<file path="config.mk">
export PLATFORM = sky130hd
export DESIGN_NAME = softplus_squared_stream
export DESIGN_NICKNAME = d
export VERILOG_FILES = /design/src/rtl/softplus_squared_stream.sv
export SDC_FILE = /design/constraint.sdc
export NUM_CORES = 1
export LEC_CHECK = 0
export CAP_MARGIN = 5
export CORE_UTILIZATION = 35
export CTS_CLUSTER_DIAMETER = 100
export DETAILED_ROUTE_END_ITERATION = 8
export REMOVE_ABC_BUFFERS = 1
export SLEW_MARGIN = 10
export SYNTH_ARGS = -nofsm -noshare
export SYNTH_HDL_FRONTEND = slang
export SYNTH_SLANG_ARGS = --single-unit
</file>
<file path="constraint.sdc">
create_clock -name clk -period 6.57 [get_ports clk]
set_input_delay 1.314 -clock clk [delete_from_list [all_inputs] [get_ports clk]]
set_output_delay 1.314 -clock clk [all_outputs]
set_load 0.05 [all_outputs]
</file>
<file path="src/rtl/softplus_squared_stream.sv">
// softplus_squared_stream
// Streaming f(x) = softplus(x)^2 on signed Q8.8 samples with valid/ready on
// both sides. Three register stages: classify/lookup (S1), shared multiply
// (S2), combine/saturate into the output register (S3).
// For x in [-3,5) the result is linearly interpolated between integer knots.
// For x >= 5 the result is x*x, clipped to 0x7FFF. For x < -3 it is 0.
// A running counter tracks how many clipped results entered the output register.

module softplus_squared_stream #(
    parameter int DW    = 16,   // Q8.8 signed; only 16 is supported
    parameter int CNT_W = 16
) (
    input  logic             clk,
    input  logic             rst,
    input  logic             in_valid,
    output logic             in_ready,
    input  logic [DW-1:0]    in_data,
    input  logic             in_last,
    output logic             out_valid,
    input  logic             out_ready,
    output logic [DW-1:0]    out_data,
    output logic             out_last,
    input  logic             sat_clr,
    output logic [CNT_W-1:0] sat_cnt
);

    typedef enum logic [1:0] {
        KIND_ZERO   = 2'd0,
        KIND_INTERP = 2'd1,
        KIND_SQUARE = 2'd2
    } kind_t;

    // Knots K[-3..5], packed with K[-3] in the least significant slot.
    localparam logic [16*9-1:0] KNOT_ROM = {
        16'h1911, 16'h1025, 16'h094B, 16'h0486, 16'h01BA,
        16'h007B, 16'h0019, 16'h0004, 16'h0001
    };

    // Knot table padded to 16 entries so any 4-bit index is a legal read;
    // only entries 0..8 are ever selected for an interpolated sample.
    logic [15:0] knot [0:15];

    genvar gi;
    generate
        for (gi = 0; gi < 16; gi++) begin : g_knot
            if (gi < 9) begin : g_rom
                assign knot[gi] = KNOT_ROM[gi*16 +: 16];
            end else begin : g_pad
                assign knot[gi] = 16'h0000;
            end
        end
    endgenerate

    // ------------------------------------------------------------------
    // Stage occupancy and flow control
    // ------------------------------------------------------------------
    logic s1_valid_reg;
    logic s2_valid_reg;
    logic out_valid_reg;

    logic s3_load;
    logic s2_load;
    logic s1_load;

    // A stage may load when it is empty or its current contents move on.
    // in_ready depends only on register state and out_ready, never on in_valid.
    assign s3_load  = !out_valid_reg || out_ready;
    assign s2_load  = !s2_valid_reg || s3_load;
    assign s1_load  = !s1_valid_reg || s2_load;
    assign in_ready = s1_load;

    // ------------------------------------------------------------------
    // S1: classify the input and fetch knots / multiplier operands
    // ------------------------------------------------------------------
    logic signed [7:0]  x_int;
    logic        [7:0]  x_frac;
    logic        [3:0]  knot_idx;
    logic        [3:0]  knot_idx_hi;
    logic        [15:0] slope;
    kind_t              s1_kind_next;
    logic        [15:0] s1_base_next;
    logic signed [15:0] s1_mul_a_next;
    logic signed [15:0] s1_mul_b_next;

    kind_t              s1_kind_reg;
    logic        [15:0] s1_base_reg;
    logic signed [15:0] s1_mul_a_reg;
    logic signed [15:0] s1_mul_b_reg;
    logic               s1_last_reg;

    // Classification and knot lookup for the incoming sample
    always_comb begin
        x_int         = in_data[15:8];
        x_frac        = in_data[7:0];
        // (i + 3) mod 16 lands on 0..7 for every interpolated i in -3..4
        knot_idx      = in_data[11:8] + 4'd3;
        knot_idx_hi   = knot_idx + 4'd1;
        // Knots are monotonic, so the slope is non-negative and below 2^12
        slope         = knot[knot_idx_hi] - knot[knot_idx];
        s1_kind_next  = KIND_ZERO;
        s1_base_next  = 16'h0000;
        s1_mul_a_next = 16'sh0000;
        s1_mul_b_next = 16'sh0000;
        if (x_int <= -8'sd4) begin
            s1_kind_next = KIND_ZERO;
        end else if (x_int <= 8'sd4) begin
            s1_kind_next  = KIND_INTERP;
            s1_base_next  = knot[knot_idx];
            s1_mul_a_next = slope;
            s1_mul_b_next = {8'h00, x_frac};
        end else begin
            s1_kind_next  = KIND_SQUARE;
            s1_mul_a_next = in_data;
            s1_mul_b_next = in_data;
        end
    end

    // S1 register: holds when S2 cannot take its contents
    always_ff @(posedge clk or posedge rst) begin
        if (rst) begin
            s1_valid_reg <= 1'b0;
            s1_kind_reg  <= KIND_ZERO;
            s1_base_reg  <= 16'h0000;
            s1_mul_a_reg <= 16'sh0000;
            s1_mul_b_reg <= 16'sh0000;
            s1_last_reg  <= 1'b0;
        end else if (s1_load) begin
            s1_valid_reg <= in_valid;
            if (in_valid) begin
                s1_kind_reg  <= s1_kind_next;
                s1_base_reg  <= s1_base_next;
                s1_mul_a_reg <= s1_mul_a_next;
                s1_mul_b_reg <= s1_mul_b_next;
                s1_last_reg  <= in_last;
            end
        end
    end

    // ------------------------------------------------------------------
    // S2: one signed multiplier shared by the interpolate and square paths
    // ------------------------------------------------------------------
    logic signed [31:0] prod_full;
    logic               prod_unused;

    kind_t              s2_kind_reg;
    logic        [15:0] s2_base_reg;
    logic        [23:0] s2_prod_reg;   // product bits [31:8]
    logic               s2_last_reg;

    // Interpolation operands are non-negative, so the signed product equals
    // the unsigned slope*frac product.
    assign prod_full   = 32'(s1_mul_a_reg) * 32'(s1_mul_b_reg);
    // The low 8 product bits are always truncated away by both paths
    assign prod_unused = ^prod_full[7:0];

    // S2 register: captures the product with the sample's kind and base
    always_ff @(posedge clk or posedge rst) begin
        if (rst) begin
            s2_valid_reg <= 1'b0;
            s2_kind_reg  <= KIND_ZERO;
            s2_base_reg  <= 16'h0000;
            s2_prod_reg  <= 24'h000000;
            s2_last_reg  <= 1'b0;
        end else if (s2_load) begin
            s2_valid_reg <= s1_valid_reg;
            if (s1_valid_reg) begin
                s2_kind_reg <= s1_kind_reg;
                s2_base_reg <= s1_base_reg;
                s2_prod_reg <= prod_full[31:8];
                s2_last_reg <= s1_last_reg;
            end
        end
    end

    // ------------------------------------------------------------------
    // S3: final result and saturation
    // ------------------------------------------------------------------
    logic [15:0] y_next;
    logic        sat_next;
    logic        sat_inc;

    // Combine base and scaled product, or clip the square to 0x7FFF
    always_comb begin
        y_next   = 16'h0000;
        sat_next = 1'b0;
        case (s2_kind_reg)
            KIND_INTERP: begin
                y_next = s2_base_reg + s2_prod_reg[15:0];
            end
            KIND_SQUARE: begin
                // Product bits [31:23] set means x*x >= 128.0 in Q8.8
                if (|s2_prod_reg[23:15]) begin
                    y_next   = 16'h7FFF;
                    sat_next = 1'b1;
                end else begin
                    y_next = s2_prod_reg[15:0];
                end
            end
            default: begin
                y_next = 16'h0000;
            end
        endcase
    end

    // Output register: data and last hold while the consumer stalls
    always_ff @(posedge clk or posedge rst) begin
        if (rst) begin
            out_valid_reg <= 1'b0;
            out_data      <= '0;
            out_last      <= 1'b0;
        end else if (s3_load) begin
            out_valid_reg <= s2_valid_reg;
            if (s2_valid_reg) begin
                out_data <= y_next;
                out_last <= s2_last_reg;
            end
        end
    end

    assign out_valid = out_valid_reg;

    // Saturated samples are counted when they enter the output register
    assign sat_inc = s3_load && s2_valid_reg && sat_next;

    // Saturation counter: clear has priority, sticks at all-ones
    always_ff @(posedge clk or posedge rst) begin
        if (rst) begin
            sat_cnt <= '0;
        end else if (sat_clr) begin
            sat_cnt <= '0;
        end else if (sat_inc && !(&sat_cnt)) begin
            sat_cnt <= sat_cnt + 1'b1;
        end
    end

endmodule

</file>
# [Word level (Yosys, flattened, before mapping)]
# Memories as Yosys holds them, arrays and structs flattened.
# Index checks and enable logic that the tools add are counted.
[classes] eq_ne=2 order_cmp=4 muxes=18 reduce_logical=16 addsub=5 mul=1 bitwise=2
[ops] op="$mux W16" count=13
[ops] op="$mul A16 B16 Y32" count=1
[ops] op="$pmux W16 S2" count=1
[ops] op="$add A16 B1 Y16 const B" count=1
[ops] op="$add A16 B16 Y16" count=1
[ops] op="$reduce_and A16 Y1" count=1
[ops] op="$sub A16 B16 Y16" count=1
[ops] op="$ge A5 B5 Y1 const B" count=2
[ops] op="$not A4 Y5" count=2
[ops] op="$reduce_or A9 Y1" count=1
[ops] op="$le A8 B3 Y1 const B" count=1
[ops] op="$le A8 B4 Y1 const B" count=1
[ops] op="$reduce_and A2 Y1" count=3
[ops] op="$add A4 B1 Y4 const B" count=1
[ops] op="$add A4 B2 Y4 const B" count=1
[ops] op="$logic_not A1 Y1" count=4
[ops] op="$mux W2" count=2
[ops] op="$logic_and A1 B1 Y1" count=3
[ops] op="$logic_or A1 B1 Y1" count=3
[ops] op="$eq A2 B1 Y1 const B" count=1
[ops] op="$eq A2 B2 Y1 const B" count=1
[ops] op="$mux W1" count=2
[ops] op="$reduce_bool A2 Y1" count=1
[word_totals] romBits=512 reg_bits=130 word_cells=65 inputBits=22 output_inout_bits=35 mem_count=2
[mem_list] name="(name not given)" words=16 width=16 read_ports=1 rd_clocked_by_memory_dff=0 wr=0 line="108" text="s1_base_next = knot[knot_idx];"
[mem_list] name="(name not given)" words=16 width=16 read_ports=1 rd_clocked_by_memory_dff=0 wr=0 line="99" text="slope = knot[knot_idx_hi] - knot[knot_idx];"

# [Depth between registers and ports, before layout]
[logic_depth] word_depth=9 depth_mapped=24 ltp_nobuf=23

# [Least setup slack after synthesis]
# OpenSTA, ideal clock, no wires.
[synth_path] path_type="register to register" from="reg s1_mul_a_reg[15]" to="reg s2_prod_reg[20]" path_stages_with_launch=20 synth_period_minus_slack_ns=6.154 path_buffers=1 arrival_time_ns=6.029 setup_slack_ns=0.416 setup_time_ns=0.125 required_ns=6.445 cell_sequence="dfrtp_1 > clkbuf_1 > nand2_1 > fa_1 > inv_1 > fa_1 > inv_1 > fa_1 > fa_1 > fa_1 > fa_1 > inv_1 > ha_1 > a21o_1 > a21oi_1 > nor2_1 > o311ai_0 > o211ai_1 > xor2_1 > mux2_2"
[synth_via] elab_chain_len=1
[synth_lines] element="start, declared" line="87" text="logic signed [15:0] s1_mul_a_reg;"
[synth_lines] element="start signal, assigned" line="132" text="s1_mul_a_reg <= s1_mul_a_next;"
[synth_lines] element="$mul A16 B16 Y32" line="152" text="assign prod_full = 32'(s1_mul_a_reg) * 32'(s1_mul_b_reg);"
[synth_lines] element="end signal, assigned" line="169" text="s2_prod_reg <= prod_full[31:8];"
[synth_lines] element="end, declared" line="147" text="logic [23:0] s2_prod_reg;"
# Every way passes these cells.
# A chain may end at the register's enable or synchronous reset.

# [Final worst setup path]
[layout_path] from="reg s1_mul_a_reg[9]" to="reg s2_prod_reg[10]"
# The elaborated chain is that of the path after synthesis.

==> reports/metrics.cfg <==
[logic_synthesis]
synth_top_cell_area_share=0.3300
synth_fa_ha_area_frac=0.4225
yosys-mux-area-fraction=0.01466
synth-compound-area-share=0.09904
syn_area_per_cell_um2=9.385
seq_area_frac_synth=0.1913
synth_top_family_by_area=adder cells
synthXorXnorAreaFrac=0.03403
synth_area_um2=15960
simple_gate_share_of_the_synthesized_area=0.1478
async_reset_ff_frac=1.000
yosys_most_used_dff=sky130_fd_sc_hd__dfrtp_1
synth_top_area_cell=sky130_fd_sc_hd__fa_1
synth.yosys.warnings=0
syn_inst=1700
yosys_register_bits=122
post_synth_num_cell_types=65
most_area_consuming_cells_after_synthesis=sky130_fd_sc_hd__fa_1 33%, sky130_fd_sc_hd__dfrtp_1 19%, sky130_fd_sc_hd__ha_1 9.3%, sky130_fd_sc_hd__inv_1 7.5%, sky130_fd_sc_hd__nand2_1 5.6%
synth-edff-count=0

[floorplanning]
initial_utilization=0.3577
placement_rows=77
fp.dieW_um=215.5
die_height_um=215.5
core-area_um2=44610
i_o_pin_cnt=57
dieArea_um2=46440

[setup_path]
critical_path.reg2reg.endpoint=s2_prod_reg[10]
critical_path_required_time_ns=6.89
worst_r2r_path_depth=19
worstSetupStartpoint=s1_mul_a_reg[9]
r2r_start=s1_mul_a_reg[9]
timing.reg2reg.setup_slack_ns=0.38
timing.critical_path.to=s2_prod_reg[10]
timing.critical_path.fanout_max=15
arrival_ns=6.51
crit_path_end_kind=register
critical_path_class=register to register
startpoint_type=register

[layout]
finish.net_count=2142
drive_above_1_share=0.05543
fill_cells=4334
layout.core_utilization=0.3998
post-route-cell-area_um2=17830
synthToLayoutAreaGrowth_pct=11.78
largest_register_ff_count=24
antenna_cells=0

[clock_tree]
hold_buffers=0
cts_buffers=17
worst_skew_pair.late_latency_ns=0.44
clock_tree.htree_level_count=4
cts_sink_count=122
cts_max_path_buffers=2
tritoncts=done
root_buffer=sky130_fd_sc_hd__clkbuf_16
clk_pin_slew_worst_paths_ns=0.06

[pwr]
vdd_drop_max_mv=0.2115
combinational_share_of_power=0.643
power.static_leakage_nw=8.710
pwr-share-clk=0.163
seqPwrFrac=0.194
switching_power_w=0.002748
switching_share=0.4661
power-per-cell-area_nw_per_um2=330.7
internal_power_of_the_cells_w=0.003149

[sta]
setup_violation_total_in_the_final_timing_report=0
clock_skew_ns=0.01075
summed_negative_setup_slack_over_all_endpoints_ns=0
fmaxAchievable_mhz=161.5
slew_headroom=0.3132
period_minus_slack_ns=6.190
report.final.hold_viol_count=0
final_max_slew_viol_count=0
grt_setup_unrepaired=false
worst-slew-pin-transition_ns=1.019
final_min_period_over_clock_period=0.9422

[job]
drv.max_cap_violation_count=0

[min_path]
min-delay-path-class=register to register

[routing]
avgViaCountPerCell=4.895
initial_detailed_routing_violation_count=696
routed_wire_length_per_instance_um=16.07
detailroute.via_count=11460
first_pass_iters=7
aggregate_routed_wire_length_um=37640
postRouteAntennaNets=0
drc_markers=0

[placement]
dp_hpwl_um=31100
port-buffer-count=56
placer_congestion_estimate=0.8664
post_dp_cell_area_um2=17240

[global_routing]
grt_pass1_vias=12240
initial_antenna_violation_count=1
globalRouteTotalUtil=0.1740
globalRoute.totalOverflow=0
grt_pass1_wl_um=64180
pin_count_of_the_biggest_net_entering_global_routing=63

[outcome]
run_status=complete, no violations

[per-layer routing]
metal	global-route usage	wire, um
met5	0	0
met4	0.05768	787
met3	0.02664	1724
met1	0.2360	17620
met2	0.2842	17510
[power groups by stage]
stage                     registers (W)  logic (W)  clock network [W]
after detailed placement        0.00115    0.00382                  0
after CTS                       0.00114    0.00384           0.000989
final                           0.00114    0.00379           0.000962
after floorplan                 0.00120    0.00274                  0
after global routing            0.00117    0.00435            0.00102
after global placement          0.00115    0.00373                  0
[area by class of cell]
class | count | area (um2) | share of cell area
clock inverters | 8 | 118.9 | 0.006665
repair buffers | 86 | 785.8 | 0.04406
well taps | 592 | 740.7 | 0.04153
inverters | 319 | 1200 | 0.06728
flip-flops and latches | 122 | 3055 | 0.1713
clock buffers | 22 | 474.2 | 0.02659
multi-input cells | 1193 | 11460 | 0.6426
[synth_stat cells (9+ instances only)]
library cell,count
sky130_fd_sc_hd__nor2b_1,11
sky130_fd_sc_hd__inv_1,319
sky130_fd_sc_hd__nand3_1,15
sky130_fd_sc_hd__a21oi_1,51
sky130_fd_sc_hd__xor2_1,25
sky130_fd_sc_hd__mux2_2,19
sky130_fd_sc_hd__clkbuf_1,64
sky130_fd_sc_hd__nor3_1,15
sky130_fd_sc_hd__or3_1,11
sky130_fd_sc_hd__dfrtp_1,122
sky130_fd_sc_hd__xnor2_1,37
sky130_fd_sc_hd__ha_1,118
sky130_fd_sc_hd__o21ai_0,64
sky130_fd_sc_hd__nand2b_1,13
sky130_fd_sc_hd__nor2_1,49
sky130_fd_sc_hd__nand2_1,239
sky130_fd_sc_hd__o31ai_1,13
sky130_fd_sc_hd__a221oi_1,9
sky130_fd_sc_hd__a21o_1,17
sky130_fd_sc_hd__a22o_1,18
sky130_fd_sc_hd__and2_1,117
sky130_fd_sc_hd__fa_1,263
[worst max-delay path, cell delays in order (launching register included)]
cell and delay [ns]:
sky130_fd_sc_hd__dfrtp_1 0.71, sky130_fd_sc_hd__nand2_1 0.14, sky130_fd_sc_hd__fa_1 0.48, sky130_fd_sc_hd__fa_1 0.56, sky130_fd_sc_hd__inv_1 0.05, sky130_fd_sc_hd__fa_1 0.49
sky130_fd_sc_hd__inv_1 0.05, sky130_fd_sc_hd__fa_1 0.55, sky130_fd_sc_hd__fa_1 0.42, sky130_fd_sc_hd__fa_1 0.49, sky130_fd_sc_hd__inv_1 0.04, sky130_fd_sc_hd__ha_1 0.33
sky130_fd_sc_hd__a21oi_1 0.22, sky130_fd_sc_hd__o221ai_1 0.18, sky130_fd_sc_hd__a31oi_1 0.24, sky130_fd_sc_hd__a21boi_1 0.17, sky130_fd_sc_hd__o21a_1 0.22, sky130_fd_sc_hd__o21a_1 0.19
sky130_fd_sc_hd__or3_1 0.30, sky130_fd_sc_hd__a31o_2 0.23
[through the flow]
stage / hold WS, ns / instances / setup WS (ns) / power [W]
floorplan: 0.4401 / 1634 / 0.5278 / 0.003946
global placement: 0.4594 / 2312 / 0.4092 / 0.004879
detailed placement: 0.4640 / 2312 / 0.3013 / 0.004971
CTS: 0.4774 / 2342 / 0.2691 / 0.005971
global route: 0.5018 / 2342 / 0.02216 / 0.006539
finish: 0.4711 / 2342 / 0.3795 / 0.005897
[placed cells by master (no fill, tap or decap), types with 37 or more instances in the layout]
cell type / netlist / layout
sky130_fd_sc_hd__a21oi_1: 51 / 51
sky130_fd_sc_hd__and2_1: 117 / 117
sky130_fd_sc_hd__clkdlybuf4s50_1: 0 / 56
sky130_fd_sc_hd__dfrtp_1: 122 / 120
sky130_fd_sc_hd__fa_1: 263 / 263
sky130_fd_sc_hd__ha_1: 118 / 118
sky130_fd_sc_hd__inv_1: 319 / 318
sky130_fd_sc_hd__nand2_1: 239 / 238
sky130_fd_sc_hd__nor2_1: 49 / 49
sky130_fd_sc_hd__o21ai_0: 64 / 64
sky130_fd_sc_hd__xnor2_1: 37 / 37
[kinds of logic (layout without fill, tap and decap cells)]
family	after synthesis	after routing
and+or+nand+nor	493	493
buffers and inverters	385	435
adders and majority gates	381	381
AOI/OAI and AO/OA	236	236
DFF	122	122
xor gates and xnor gates	62	62
muxes	21	21
[worst min path at each step]
| stage | startpoint | end | slack (ns) | cells past startpoint |
|---|---|---|---|---|
| floorplan | s1_last_reg | s1_last_reg | 0.44 | 2 |
| global placement | s1_last_reg | s1_last_reg | 0.46 | 2 |
| detailed placement | s1_last_reg | s1_last_reg | 0.46 | 2 |
| CTS | s1_last_reg | s1_last_reg | 0.48 | 2 |
| global route | out_data[8] | out_data[8] | 0.50 | 2 |
| finish | out_data[9] | out_data[9] | 0.47 | 2 |
[timing repair]
| item | CTS | global route |
|---|---|---|
| buffers inserted | 0 | 0 |
| resized for setup | 0 | 3 |
| setup endpoints to repair | 0 | 4 |
(Power assumes the default switching activity.)
